`src/rtl/wbrgb_rx.sv`:
```
// wbrgb_rx: WS2812-coded serial line receiver with a 4-deep word FIFO
// and a Wishbone register slave (DATA, STATUS, CTRL).
module wbrgb_rx #(
   parameter int BIT_THR  = 31,
   parameter int MIN_HIGH = 5,
   parameter int MAX_HIGH = 62,
   parameter int RST_CYC  = 2500
) (
   input  logic        clkin,
   input  logic        resetn,
   input  logic        rgb_in,
   input  logic        slv_ext_stb_o,
   input  logic        slv_ext_we_o,
   input  logic        slv_ext_cyc_o,
   input  logic [3:0]  slv_ext_adr_o,
   input  logic [31:0] slv_ext_wdata_o,
   input  logic [3:0]  slv_ext_sel_o,
   output logic        slv_ext_ack_i,
   output logic [31:0] slv_ext_rdata_i,
   output logic        rx_irq
);

   localparam int LW = $clog2(RST_CYC + 1);
   localparam int HW = $clog2(MAX_HIGH + 1);

   typedef enum logic [1:0] {
      S_SYNC, S_ARMED, S_HIGH, S_LOW
   } st_t;

   st_t           st_q, st_d;
   logic          s1_q, s2_q;
   logic [LW-1:0] lcnt_q, lcnt_d;
   logic [HW-1:0] hcnt_q, hcnt_d;
   logic [23:0]   sh_q, sh_d;
   logic [4:0]    bcnt_q, bcnt_d;
   logic          bit_w, push_w;
   logic          set_et, set_ep, set_fd;
   logic [23:0]   word_w;

   logic [23:0]   mem_q [4];
   logic [1:0]    wp_q, rp_q;
   logic [2:0]    lvl_q;
   logic          ovf_q, et_q, ep_q, fd_q;
   logic          en_q, ie_q, ack_q;
   logic [31:0]   rdata_q, rdata_d;
   logic          req, rd, wr, nonempty, full;
   logic          pop, flush, push_ok, ovf_ev;
   logic [3:0]    clr;
   logic          unused_in;

   assign unused_in = ^{slv_ext_sel_o,
                        slv_ext_wdata_o[31:8],
                        slv_ext_wdata_o[3]};

   // Two-flop synchronizer for the asynchronous line.
   always_ff @(posedge clkin or negedge resetn) begin
      if (!resetn) begin
         s1_q <= 1'b0;
         s2_q <= 1'b0;
      end else begin
         s1_q <= rgb_in;
         s2_q <= s1_q;
      end
   end

   // Decoder state register.
   always_ff @(posedge clkin or negedge resetn) begin
      if (!resetn) begin
         st_q   <= S_SYNC;
         lcnt_q <= '0;
         hcnt_q <= '0;
         sh_q   <= '0;
         bcnt_q <= '0;
      end else begin
         st_q   <= st_d;
         lcnt_q <= lcnt_d;
         hcnt_q <= hcnt_d;
         sh_q   <= sh_d;
         bcnt_q <= bcnt_d;
      end
   end

   // Decoder next state; ARMED/LOW always follow a low sample, so a
   // high sample there is a rising edge, and a low one in HIGH a fall.
   // The rise cycle is counted as the first high cycle of the pulse.
   always_comb begin
      st_d   = st_q;
      lcnt_d = lcnt_q;
      hcnt_d = hcnt_q;
      sh_d   = sh_q;
      bcnt_d = bcnt_q;
      push_w = 1'b0;
      set_et = 1'b0;
      set_ep = 1'b0;
      set_fd = 1'b0;
      bit_w  = (hcnt_q >= HW'(BIT_THR));
      word_w = {sh_q[22:0], bit_w};
      if (!en_q) begin
         st_d   = S_SYNC;
         lcnt_d = '0;
         bcnt_d = '0;
      end else begin
         unique case (st_q)
            S_SYNC: begin
               bcnt_d = '0;
               if (s2_q) begin
                  lcnt_d = '0;
               end else if (lcnt_q == LW'(RST_CYC - 1)) begin
                  lcnt_d = '0;
                  st_d   = S_ARMED;
               end else begin
                  lcnt_d = lcnt_q + LW'(1);
               end
            end
            S_ARMED: begin
               if (s2_q) begin
                  hcnt_d = HW'(1);
                  st_d   = S_HIGH;
               end
            end
            S_HIGH: begin
               if (s2_q) begin
                  if (hcnt_q == HW'(MAX_HIGH)) begin
                     set_et = 1'b1;
                     st_d   = S_SYNC;
                     lcnt_d = '0;
                     bcnt_d = '0;
                  end else begin
                     hcnt_d = hcnt_q + HW'(1);
                  end
               end else if (hcnt_q < HW'(MIN_HIGH)) begin
                  set_et = 1'b1;
                  st_d   = S_SYNC;
                  lcnt_d = '0;
                  bcnt_d = '0;
               end else begin
                  sh_d   = word_w;
                  lcnt_d = LW'(1);
                  st_d   = S_LOW;
                  if (bcnt_q == 5'd23) begin
                     push_w = 1'b1;
                     bcnt_d = '0;
                  end else begin
                     bcnt_d = bcnt_q + 5'd1;
                  end
               end
            end
            S_LOW: begin
               if (s2_q) begin
                  hcnt_d = HW'(1);
                  st_d   = S_HIGH;
               end else if (lcnt_q == LW'(RST_CYC - 1)) begin
                  set_fd = 1'b1;
                  set_ep = (bcnt_q != 5'd0);
                  bcnt_d = '0;
                  lcnt_d = '0;
                  st_d   = S_ARMED;
               end else begin
                  lcnt_d = lcnt_q + LW'(1);
               end
            end
         endcase
      end
   end

   assign req      = slv_ext_stb_o & slv_ext_cyc_o & ~ack_q;
   assign rd       = req & ~slv_ext_we_o;
   assign wr       = req & slv_ext_we_o;
   assign nonempty = (lvl_q != 3'd0);
   assign full     = (lvl_q == 3'd4);
   assign pop      = rd & (slv_ext_adr_o == 4'h2) & nonempty;
   assign flush    = wr & (slv_ext_adr_o == 4'h4) & slv_ext_wdata_o[2];
   assign push_ok  = push_w & (~full | pop);
   assign ovf_ev   = push_w & full & ~pop;
   assign clr      = (wr && slv_ext_adr_o == 4'h3) ?
                     slv_ext_wdata_o[7:4] : 4'h0;

   // Register read mux; writes return zero.
   always_comb begin
      rdata_d = '0;
      if (!slv_ext_we_o) begin
         case (slv_ext_adr_o)
            4'h2: rdata_d = nonempty ?
                            {1'b1, 7'b0, mem_q[rp_q]} : 32'h0;
            4'h3: rdata_d = {24'b0, fd_q, ep_q, et_q, ovf_q,
                             1'b0, lvl_q};
            4'h4: rdata_d = {30'b0, ie_q, en_q};
            default: rdata_d = '0;
         endcase
      end
   end

   // FIFO storage; pointers and level live in the reset block below.
   always_ff @(posedge clkin) begin
      if (push_ok && !flush) mem_q[wp_q] <= word_w;
   end

   // FIFO pointers, sticky flags, CTRL and bus response.
   always_ff @(posedge clkin or negedge resetn) begin
      if (!resetn) begin
         wp_q    <= '0;
         rp_q    <= '0;
         lvl_q   <= '0;
         ovf_q   <= 1'b0;
         et_q    <= 1'b0;
         ep_q    <= 1'b0;
         fd_q    <= 1'b0;
         en_q    <= 1'b0;
         ie_q    <= 1'b0;
         ack_q   <= 1'b0;
         rdata_q <= '0;
      end else begin
         if (flush) begin
            wp_q  <= '0;
            rp_q  <= '0;
            lvl_q <= '0;
         end else begin
            if (push_ok) wp_q <= wp_q + 2'd1;
            if (pop) rp_q <= rp_q + 2'd1;
            lvl_q <= lvl_q + {2'b0, push_ok} - {2'b0, pop};
         end
         ovf_q <= ovf_ev | (ovf_q & ~clr[0]);
         et_q  <= set_et | (et_q & ~clr[1]);
         ep_q  <= set_ep | (ep_q & ~clr[2]);
         fd_q  <= set_fd | (fd_q & ~clr[3]);
         if (wr && slv_ext_adr_o == 4'h4) begin
            en_q <= slv_ext_wdata_o[0];
            ie_q <= slv_ext_wdata_o[1];
         end
         ack_q <= req;
         if (req) rdata_q <= rdata_d;
      end
   end

   assign slv_ext_ack_i   = ack_q;
   assign slv_ext_rdata_i = rdata_q;
   assign rx_irq          = ie_q & nonempty;

endmodule

```
`config.mk`:
```
export PLATFORM = sky130hd
export DESIGN_NAME = wbrgb_rx
export DESIGN_NICKNAME = d
export VERILOG_FILES = /design/src/rtl/wbrgb_rx.sv
export SDC_FILE = /design/constraint.sdc
export NUM_CORES = 1
export LEC_CHECK = 0
export CORE_MARGIN = 2
export CORE_UTILIZATION = 51
export CTS_CLUSTER_SIZE = 12
export DETAILED_ROUTE_END_ITERATION = 7
export PLACE_DENSITY_LB_ADDON = 0.05
export SLEW_MARGIN = 40
export SYNTH_ARGS = -nofsm -noshare
export SYNTH_HDL_FRONTEND = slang
export SYNTH_SLANG_ARGS = --single-unit
```
`constraint.sdc`:
```
create_clock -name clkin -period 3 [get_ports clkin]
set_clock_uncertainty 0.15 [all_clocks]
set_input_delay 0.3 -clock clkin [delete_from_list [all_inputs] [get_ports clkin]]
set_output_delay 0.3 -clock clkin [all_outputs]
set_load 0.03 [all_outputs]
```
=== After elaboration in Yosys (flattened, before gate mapping) ===
Memories as Yosys holds them, arrays and structs flattened.
Cells that the tools add are included.

* ROM bits: 0
* Output and inout port bits: 34
* Input port bits: 46
* Word-level logic and storage cells: 152
* Register bits after elaboration: 96
* RAM bits: 96
* Memories: 1
* Bits in latches: 0

{| class="wikitable"
|+ Memory list
! memory !! depth !! bits a word !! read ports !! clocked after memory_dff !! write ports !! RTL line !! source
|-
| mem_q || 4 || 24 || 1 || 0 || 1 || 40 || <nowiki>logic [23:0] mem_q [4];</nowiki>
|}

* Add/sub/neg operators: 7
* Reductions and logical operators: 16
* Eq/ne operators: 19
* Shift-type cells: 0
* Order comparisons: 2
* Divide/modulo/power cells: 0
* Multiplexer cells: 58
* Bitwise operators: 31
* $mul: 0

{| class="wikitable"
|+ Operator list
! cell !! number
|-
| $pmux W32 S3 || 1
|-
| $mux W12 || 6
|-
| $mux W32 || 2
|-
| $pmux W12 S3 || 1
|-
| $mux W5 || 7
|-
| $mux W2 || 12
|-
| $mux W1 || 21
|-
| $mux W6 || 3
|-
| $and A1 B1 Y1 || 16
|-
| $pmux W5 S3 || 1
|-
| $add A12 B1 Y12 const B || 1
|-
| $eq A12 B12 Y1 const B || 1
|-
| $ne A3 B3 Y1 const B || 4
|-
| $pmux W6 S2 || 1
|-
| $not A1 Y1 || 10
|-
| $eq A4 B2 Y1 const B || 2
|-
| $pmux W2 S4 || 1
|-
| $reduce_and A4 Y1 || 2
|-
| $add A6 B1 Y6 const B || 1
|-
| $eq A6 B6 Y1 const B || 1
|-
| $ge A6 B5 Y1 const B || 1
|-
| $lt A6 B3 Y1 const B || 1
|-
| $reduce_and A3 Y1 || 2
|-
| $reduce_bool A2 Y1 || 3
|-
| other kinds (23) || 32
|}

=== Logic depth before layout (Yosys ltp) ===
Gate-level depths: netlist of run 1.

* Depth in word-level cells: 10
* Mapped depth: 14

=== Least setup slack after synthesis of run 1 ===
OpenSTA, ideal clock, no wires.

* Path kind: flip-flop to flip-flop
* Start point: register hcnt_q[0]
* End point: register lvl_q[2]
* Setup slack: -91 ps
* Data arrival time: 2821 ps
* Stages on the path, launching flop included: 15
* Setup time: 120 ps
* Buffers on the path: 0
* Cell sequence: dfrtp_1 inv_1 ha_1 nand2b_1 a2111oi_0 and2_0 inv_1 ha_1 inv_1 ha_1 inv_1 fa_1 xor2_1 xnor2_1 nor2_1

* Longest elaborated chain between the ends: 9

{| class="wikitable"
|+ Ends and longest elaborated chain
! element !! RTL line !! source
|-
| start, declared || 33 || <nowiki>logic [HW-1:0] hcnt_q, hcnt_d;</nowiki>
|-
| start signal, assigned || 77 || <nowiki>hcnt_q <= hcnt_d;</nowiki>
|-
| $lt A6 B3 Y1 || 131 || <nowiki>end else if (hcnt_q < HW'(MIN_HIGH)) begin</nowiki>
|-
| $mux W1 || 131 ||
|-
| $mux W1 || 122 || <nowiki>if (s2_q) begin</nowiki>
|-
| $mux W1 || 103 || <nowiki>unique case (st_q)</nowiki>
|-
| $mux W1 || 98 || <nowiki>if (!en_q) begin</nowiki>
|-
| $and A1 B1 Y1 || 173 || <nowiki>assign push_ok = push_w & (~full | pop);</nowiki>
|-
| $add A3 B1 Y3 || 220 || <nowiki>lvl_q <= lvl_q + {2'b0, push_ok} - {2'b0, pop};</nowiki>
|-
| $sub A3 B1 Y3 || 220 ||
|-
| $mux W3 || 213 || <nowiki>if (flush) begin</nowiki>
|-
| end signal, assigned || 220 ||
|-
| end, declared || 42 || <nowiki>logic [2:0] lvl_q;</nowiki>
|}

No other way between the ends.
A chain may end at the register's enable or synchronous reset.

=== Worst setup path in the final report of run 1 ===
Same ends and word-level chain as after synthesis.

==> flow_metrics.tcl, run 1 <==
set metrics [dict create \
    drc_errors 0 \
    whs_path_depth 1 \
    ant_nets 0 \
    cts_tree "built" \
    insertedDiodeCount 0 \
    area_delta_synth_final_pct 22.4 \
    dieArea_um2 16100 \
    synth_edf_count 96 \
    grt.overflow.total 0 \
    cts_num_sinks 185 \
    ys_seq_area_frac 0.663 \
    clockBufferDepth 2 \
    synth.ff_latch_count 185 \
    rsz0062_at_grt "no" \
    ys_types 63 \
    num-nets-final 658 \
    power.density_nw_per_um2 576 \
    globalplace.congestion 0.813 \
    grt_pass1_vias 4818 \
    syn-instance-count 506 \
    grt_pass1_wl_um 25700 \
    setup_ws_ns 0.115 \
    cpPeakStageDelay_ns 0.36 \
    synth.avg_cell_area_um2 15.2 \
    io_pins 80 \
    hp-class "input port to register" \
    dieHeight_um 127 \
    maxCapViolCount 0 \
    cp_common_cell "inv_2" \
    place_ws_ns -0.346 \
    wl_um 15800 \
    syn_area_um2 7710 \
    fill_cells 1059 \
    grt_max_degree 47 \
    numCtsBuffers 17 \
    min_period_over_period 0.962 \
    antenna_found_initial 0 \
    crit_arrival_ns 3.05 \
    async_reset_ff_frac 0.481 \
    cp_max_fo 2 \
    slew_headroom 0.482 \
    cp_cell_sequence "inv_1 -> ha_4 -> nand2b_4 -> a2111oi_4 -> buf_4 -> and2_4 -> inv_2 -> ha_4 -> inv_2 -> ha_2 -> inv_2 -> fa_2 -> xor2_2 -> xnor2_1 -> nor2_1" \
    cts_root_buffer "clkbuf_16" \
    final_cell_mix "edfxtp_1 (96), dfrtp_1 (89), buf_4 (49), clkdlybuf4s50_1 (42), mux2_2 (26)" \
    critPathKind "register to register" \
    total_power_mw 5.44 \
    ir_drop_mv 0.409 \
    tightest_slew_ns 0.769 \
    post_drt_wl_per_cell_um 19.8 \
    grtUsageTotal 0.210 \
    min_period_ns 2.89 \
    synth_flop_cell "edfxtp_1" \
    cp.required_ns 3.16 \
    layout_commonest_cell "edfxtp_1" \
    io_buffer_count 43 \
    synth_warnings 0 \
    slew_viol_final 0 \
    core_um2 14600 \
    cpMaxStageDelayCell "fa_2" \
    clkTransAtPathRegs_ns 0.07 \
    via_per_inst 5.89 \
    status "complete, no violations" \
    detailed_place_hpwl_um 10100 \
    hold_violations 0 \
    reg2regPathDepth 15 \
    routed-via-count 4692 \
    setup_viol_count_final 0 \
    start_util 0.526 \
    setup_tns_ns 0 \
    fp-row-count 44 \
    max_freq_mhz 347 \
    end_kind "register" \
    drt_iter0_drc 482 \
    start_kind "register" \
    clk_latency_ns 0.43 \
    firstDrtPassIters 5 \
    die_w_um 127 \
    power.leakage_nw 3.99 \
    drive_above_1_share 0.255 \
    htreeDepth 4 \
]
## worst paths after layout
path	startpoint	end	slack (ns)
max	hcnt_q[0]	lvl_q[2]	0.11
max reg2reg	hcnt_q[0]	lvl_q[2]	0.11
min reg2reg	s1_q	s2_q	0.21
max in group asynchronous	resetn	sh_q[1]	1.72
min in group asynchronous	resetn	lcnt_q[2]	0.29
min	rgb_in	s1_q	0.15
## per-layer routing
| metal | part of all wire | up-vias | global-route usage |
|---|---|---|---|
| li1 | - | 2144 | - |
| met1 | 0.47 | 2404 | 0.296 |
| met2 | 0.48 | 119 | 0.335 |
| met3 | 0.036 | 25 | 0.0413 |
| met4 | 0.016 | 0 | 0.0692 |
| met5 | 0 | - | 0 |
## flip-flops by register name, indices dropped and copies added (netlist names)
name and count:
hcnt_q 6, ie_q 1, s1_q 1, s2_q 1, fd_q 1, ep_q 1, slv_ext_ack_i 1, rp_q 2
en_q 1, et_q 1, sh_q 23, mem_q 96, lcnt_q 12, bcnt_q 5, st_q 2, wp_q 2
slv_ext_rdata_i 25, ovf_q 1, lvl_q 3
## Yosys cell counts, types with 12 or more instances
| master | n | share of area |
|---|---|---|
| nand3_1 | 14 | 0.0091 |
| mux4_2 | 24 | 0.070 |
| mux2_2 | 26 | 0.038 |
| inv_1 | 19 | 0.0093 |
| nand2_1 | 22 | 0.011 |
| dfrtp_1 | 89 | 0.29 |
| ha_1 | 12 | 0.019 |
| and3_1 | 12 | 0.0097 |
| o21ai_0 | 23 | 0.015 |
| clkbuf_1 | 17 | 0.0083 |
| a22o_1 | 17 | 0.019 |
| edfxtp_1 | 96 | 0.37 |
| a31oi_1 | 13 | 0.011 |
## worst max-delay path: cells and delay by family, from the launching register on
kind,cells,cell delay [ns]
and+or+nand+nor,3,0.34
AOI/OAI and AO/OA,1,0.34
xor gates and xnor gates,2,0.31
adders and majority gates,4,0.89
buffers and inverters,5,0.38
DFF,1,0.35
## kinds of logic (layout without fill, tap and decap cells)
| logic type | count (synthesis) | count (layout) | synth area share |
|---|---|---|---|
| flip-flops | 185 | 185 | 0.663 |
| XOR/XNOR | 4 | 4 | 0.00455 |
| adder cells (fa/ha/maj) | 13 | 13 | 0.0221 |
| multiplexers | 53 | 53 | 0.112 |
| AND/OR/NAND/NOR | 111 | 111 | 0.0833 |
| buffers and inverters | 48 | 148 | 0.0274 |
| other | 1 | 7 | 0.000487 |
| AO/OA/AOI/OAI | 91 | 91 | 0.0870 |
## per-stage QoR
step / util / instance area (um^2) / hold slack (ns) / cells
2_1_floorplan: - / 7730 / -0.146 / 512
3_3_place_gp: 0.593 / 8680 / 0.185 / 756
3_5_place_dp: 0.593 / 8680 / 0.203 / 756
4_1_cts: 0.641 / 9390 / 0.138 / 792
5_1_grt: 0.644 / 9440 / 0.145 / 796
6_report: 0.644 / 9440 / 0.151 / 796
## power breakdown
group          total [mW]  switching, mW  internal, mW  leakage [nW]
sequential           2.72         0.0436          2.68          2.33
combinational       0.340          0.191         0.149          1.36
clock                2.37           1.03          1.35         0.302
total                5.44           1.26          4.18          3.99
## area by class of cell
| cell class | count | area, um^2 | share of cell area |
|---|---|---|---|
| Timing Repair Buffer | 97 | 898 | 0.0952 |
| Sequential cell | 185 | 5110 | 0.542 |
| Multi-Input combinational cell | 279 | 2490 | 0.264 |
| Clock inverter | 15 | 205 | 0.0217 |
| Clock buffer | 17 | 425 | 0.0451 |
| Inverter | 19 | 71.3 | 0.00756 |
| Tap cell | 184 | 230 | 0.0244 |
## repair_timing
action	in CTS	in global routing
setup buffers	3	4
resized for setup	12	3
setup endpoints to repair	1	1
pin swaps	6	6
hold buffers	1	0
endpoints found under the hold margin	45	0
Power figures use the tool's default switching activity.
==> inputs of run 2 (changes only) <==
--- a/config.mk
+++ b/config.mk
@@ -6,7 +6,8 @@
 export NUM_CORES = 1
 export LEC_CHECK = 0
 export CORE_MARGIN = 2
-export CORE_UTILIZATION = 51
+export CORE_UTILIZATION = 45
+export CTS_BUF_LIST = sky130_fd_sc_hd__clkbuf_8
 export CTS_CLUSTER_SIZE = 12
 export DETAILED_ROUTE_END_ITERATION = 7
 export PLACE_DENSITY_LB_ADDON = 0.05
==> flow_metrics.tcl, run 2 (synthesis results as in run 1) <==
set metrics [dict create \
    end_kind "register" \
    power.leakage_nw 3.86 \
    firstDrtPassIters 5 \
    final_cell_mix "edfxtp_1 (96), dfrtp_1 (89), buf_4 (44), clkdlybuf4s50_1 (42), mux2_2 (26)" \
    io_buffer_count 43 \
    critPathKind "register to register" \
    clkTransAtPathRegs_ns 0.11 \
    status "complete, no violations" \
    tightest_slew_ns 0.765 \
    slew_viol_final 0 \
    grtUsageTotal 0.183 \
    dieArea_um2 18200 \
    io_pins 80 \
    reg2regPathDepth 15 \
    cts_root_buffer "clkbuf_8" \
    dpl_cell_area_um2 8730 \
    numCtsBuffers 17 \
    holdWs_ns 0.138 \
    grt.overflow.total 0 \
    drc_errors 0 \
    core_um2 16600 \
    start_util 0.463 \
    drt_iter0_drc 285 \
    area_delta_synth_final_pct 19.5 \
    whs_path_depth 1 \
    fin_util 0.553 \
    grt_pass1_wl_um 25100 \
    fill_cells 1373 \
    hold_violations 0 \
    die_w_um 135 \
    wl_um 15600 \
    setup_viol_count_final 0 \
    maxCapViolCount 0 \
    grt_max_degree 48 \
    cp_max_fo 2 \
    cp.required_ns 3.21 \
    power.density_nw_per_um2 498 \
    antenna_found_initial 0 \
    largest_reg_flops 96 \
    drive_above_1_share 0.245 \
    layout_commonest_cell "edfxtp_1" \
    cts_tree "built" \
    dieHeight_um 135 \
    post_drt_wl_per_cell_um 18.8 \
    clk_latency_ns 0.46 \
    globalplace.congestion 0.807 \
    min_period_over_period 0.967 \
    grt_pass1_vias 4662 \
    clockBufferDepth 2 \
    regMostFlops "mem_q" \
    fp-row-count 47 \
    hp-class "input port to register" \
    detailed_place_hpwl_um 10000 \
    min_period_ns 2.90 \
    max_freq_mhz 345 \
    ir_drop_mv 0.282 \
    finish.instance_area_um2 9210 \
    num-nets-final 654 \
    cts_num_sinks 185 \
    slew_headroom 0.488 \
    start_kind "register" \
    routed-via-count 4597 \
    insertedDiodeCount 0 \
    crit_arrival_ns 3.11 \
    ant_nets 0 \
    via_per_inst 5.55 \
    htreeDepth 4 \
]
run 2: per-layer routing:
metal | vias up | global-route usage | wire [um]
met1 | 2383 | 0.254 | 7340
li1 | 2138 | - | -
met4 | 0 | 0.0608 | 169
met5 | - | 0 | 0
met2 | 63 | 0.293 | 7620
met3 | 13 | 0.0360 | 441
run 2: final timing paths:
| path | startpoint | end | slack [ns] |
|---|---|---|---|
| min reg2reg | s1_q | s2_q | 0.20 |
| max | hcnt_q[1] | lvl_q[2] | 0.1 |
| min | rgb_in | s1_q | 0.14 |
| min in group asynchronous | resetn | lvl_q[1] | 0.24 |
| max in group asynchronous | resetn | sh_q[11] | 1.75 |
| max reg2reg | hcnt_q[1] | lvl_q[2] | 0.1 |
run 2: layout make-up:
class                           instances  area (um^2)  area share
Timing Repair Buffer                   93          881      0.0957
Inverter                               19         71.3     0.00775
Multi-Input combinational cell        279         2510       0.273
Tap cell                              220          275      0.0299
Clock buffer                           18          248      0.0269
Sequential cell                       185         5110       0.555
Clock inverter                         14          110      0.0120
run 2: report_power, final:
group          internal, mW  switching [mW]
clock network         0.668           0.868
registers              2.68          0.0499
logic                 0.145           0.172
run 2: timing repair:
action / 4_1_cts / 5_1_grt
pin swaps: 1 / 7
cloned: 0 / 0
setup endpoints to repair: 1 / 1
hold buffers: 1 / 0
setup buffers: 1 / 3
gates resized for setup: 3 / 15
hold endpoints to repair: 42 / 0
run 2: worst max-delay path, cell delays in order, from the launching register on:
cell and delay (ns):
dfrtp_1 0.35, inv_1 0.08, ha_4 0.17, nand2b_4 0.15
a2111oi_4 0.40, buf_4 0.18, and2_4 0.14, inv_2 0.04
ha_4 0.22, inv_2 0.06, ha_4 0.12, inv_2 0.03
fa_2 0.34, xor2_1 0.15, xnor2_1 0.15, nor2_1 0.06
run 2: per-stage QoR:
step	setup slack (ns)	TNS (ns)	power, mW	cells
floorplan	0.0425	0	2.96	512
CTS	0.00556	0	4.64	825
global placement	-0.284	-0.373	3.10	791
detailed placement	-0.350	-0.494	3.10	791
global route	-0.0144	-0.0144	4.77	828
finish	0.0990	0	4.58	828
==> inputs of run 3 (changes only) <==
--- a/config.mk
+++ b/config.mk
@@ -5,7 +5,7 @@
 export SDC_FILE = /design/constraint.sdc
 export NUM_CORES = 1
 export LEC_CHECK = 0
-export CORE_MARGIN = 2
+export CAP_MARGIN = 20
 export CORE_UTILIZATION = 45
 export CTS_BUF_LIST = sky130_fd_sc_hd__clkbuf_8
 export CTS_CLUSTER_SIZE = 12
==> constraint.sdc (replaced) <==
create_clock -name clkin -period 3 [get_ports clkin]
set_clock_uncertainty 0.15 [all_clocks]
set_input_delay 0.3 -clock clkin [delete_from_list [all_inputs] [get_ports clkin]]
set_output_delay 0.3 -clock clkin [all_outputs]
set_load 0.005 [all_outputs]
==> flow_metrics.tcl, run 3 (synthesis results as in run 1) <==
set metrics [dict create \
    status "complete, no violations" \
    holdWs_ns 0.135 \
    drive_above_1_share 0.245 \
    clk_latency_ns 0.46 \
    hold_violations 0 \
    numCtsBuffers 17 \
    grtUsageTotal 0.186 \
    via_per_inst 5.59 \
    slew_viol_final 0 \
    fin_util 0.553 \
    grt.overflow.total 0 \
    clkTransAtPathRegs_ns 0.09 \
    dieHeight_um 133 \
    antenna_found_initial 0 \
    min_period_over_period 0.978 \
    crit_arrival_ns 3.14 \
    ant_nets 0 \
    end_kind "register" \
    setup_ws_ns 0.0648 \
    power.density_nw_per_um2 492 \
    ir_drop_mv 0.308 \
    critPathKind "register to register" \
    min_to "s1_q" \
    worstReg2RegEnd "lvl_q[2]" \
    cts_tree "built" \
    post_drt_wl_per_cell_um 18.4 \
    setup_viol_count_final 0 \
    grt_pass1_vias 4691 \
    tightest_slew_ns 0.683 \
    start_kind "register" \
    detailed_place_hpwl_um 9870 \
    dp_cells 792 \
    core_um2 16600 \
    grt_max_degree 60 \
    io_pins 80 \
    maxCapViolCount 0 \
    drc_errors 0 \
    routed-via-count 4626 \
    power.leakage_nw 3.85 \
    area_delta_synth_final_pct 19.3 \
    final_cell_mix "edfxtp_1 (96), dfrtp_1 (89), buf_4 (43), clkdlybuf4s50_1 (42), mux2_2 (26)" \
    instances_no_fill 828 \
    cts_root_buffer "clkbuf_8" \
    place_ws_ns -0.336 \
    slew_headroom 0.540 \
    io_buffer_count 43 \
    fp-row-count 47 \
    regMostFlops "mem_q" \
    cts_num_sinks 185 \
    drt_iter0_drc 250 \
    max_freq_mhz 341 \
    dieArea_um2 17700 \
    firstDrtPassIters 5 \
    rsz0062_at_grt "yes" \
    hp-class "input port to register" \
    r2r_slack_ns 0.06 \
    whs_path_depth 1 \
    largest_reg_flops 96 \
    globalplace.congestion 0.784 \
    wl_um 15200 \
    grt_pass1_wl_um 24800 \
    die_w_um 133 \
    start_util 0.463 \
    min_period_ns 2.94 \
    insertedDiodeCount 0 \
    htreeDepth 4 \
    cp_max_fo 3 \
    reg2regPathDepth 14 \
    layout_commonest_cell "edfxtp_1" \
    cp.required_ns 3.20 \
    clockBufferDepth 2 \
    hp-start "rgb_in" \
    r2r_start "bcnt_q[1]" \
    num-nets-final 654 \
]
## run 3: cell count changes in the layout (fill, tap and decap cells not counted)
cell        delta
bufinv_16      -1
xor2_2         +1
ha_4           -2
buf_4          -1
ha_2           +2
buf_12         +1
clkinv_2       -2
inv_6          +4
clkinvlp_4     -1
xor2_1         -1
inv_2          -1
clkinv_1       +1
## run 3: how the worst max path moves through the flow
stage	startpoint	end	slack [ns]	depth (start not counted)
2_1_floorplan	bcnt_q[0]	lvl_q[2]	0.07	13
3_3_place_gp	slv_ext_adr_o[1]	lvl_q[2]	-0.26	13
3_5_place_dp	slv_ext_adr_o[1]	lvl_q[2]	-0.34	13
4_1_cts	hcnt_q[0]	lvl_q[2]	0.02	15
5_1_grt	bcnt_q[1]	lvl_q[2]	-0.15	14
6_report	bcnt_q[1]	lvl_q[2]	0.06	14
## run 3: where the power goes
group | switching (mW) | internal, mW | total [mW]
sequential | 0.0503 | 2.68 | 2.73
clock | 0.877 | 0.598 | 1.48
combinational | 0.161 | 0.154 | 0.315
## run 3: worst max-delay path, stage by stage, from the launching register on
cell       delay, ns
dfrtp_1         0.36
ha_2            0.20
nand4b_1        0.17
a2111oi_4       0.40
buf_4           0.19
and2_4          0.15
inv_2           0.04
ha_4            0.22
inv_2           0.06
ha_4            0.12
inv_2           0.04
fa_2            0.36
xor2_2          0.16
xnor2_1         0.15
nor2_1          0.06
## run 3: layer usage
layer	routed length, um	GRT usage	vias up	share of wire
li1	-	-	2135	-
met2	7770	0.307	95	0.51
met1	6810	0.248	2384	0.45
met4	197	0.0607	0	0.013
met3	448	0.0364	12	0.029
met5	0	0	-	0
## run 3: through the flow
stage          area [um^2]  TNS (ns)  power, mW
2_1_floorplan         7730         0       2.95
6_report              9200         0       4.52
3_5_place_dp          8750    -0.469       3.09
4_1_cts               9160         0       4.56
5_1_grt               9200    -0.150       4.71
3_3_place_gp          8750    -0.322       3.08
## run 3: cell type report
class	instances	area, um^2
fillers	1347	7450
clock inverters	14	97.6
flip-flops and latches	185	5110
well taps	220	275
clock buffers	18	248
multi-input cells	279	2500
repair buffers	93	893
inverters	19	71.3
## run 3: what timing repair did
action / 4_1_cts / 5_1_grt
setup endpoints to repair: 1 / 2
resized for setup: 9 / 7
hold endpoints to repair: 30 / 0
hold buffers: 1 / 0
gates cloned: 0 / 0
buffers inserted: 2 / 1
pin swaps: 4 / 7
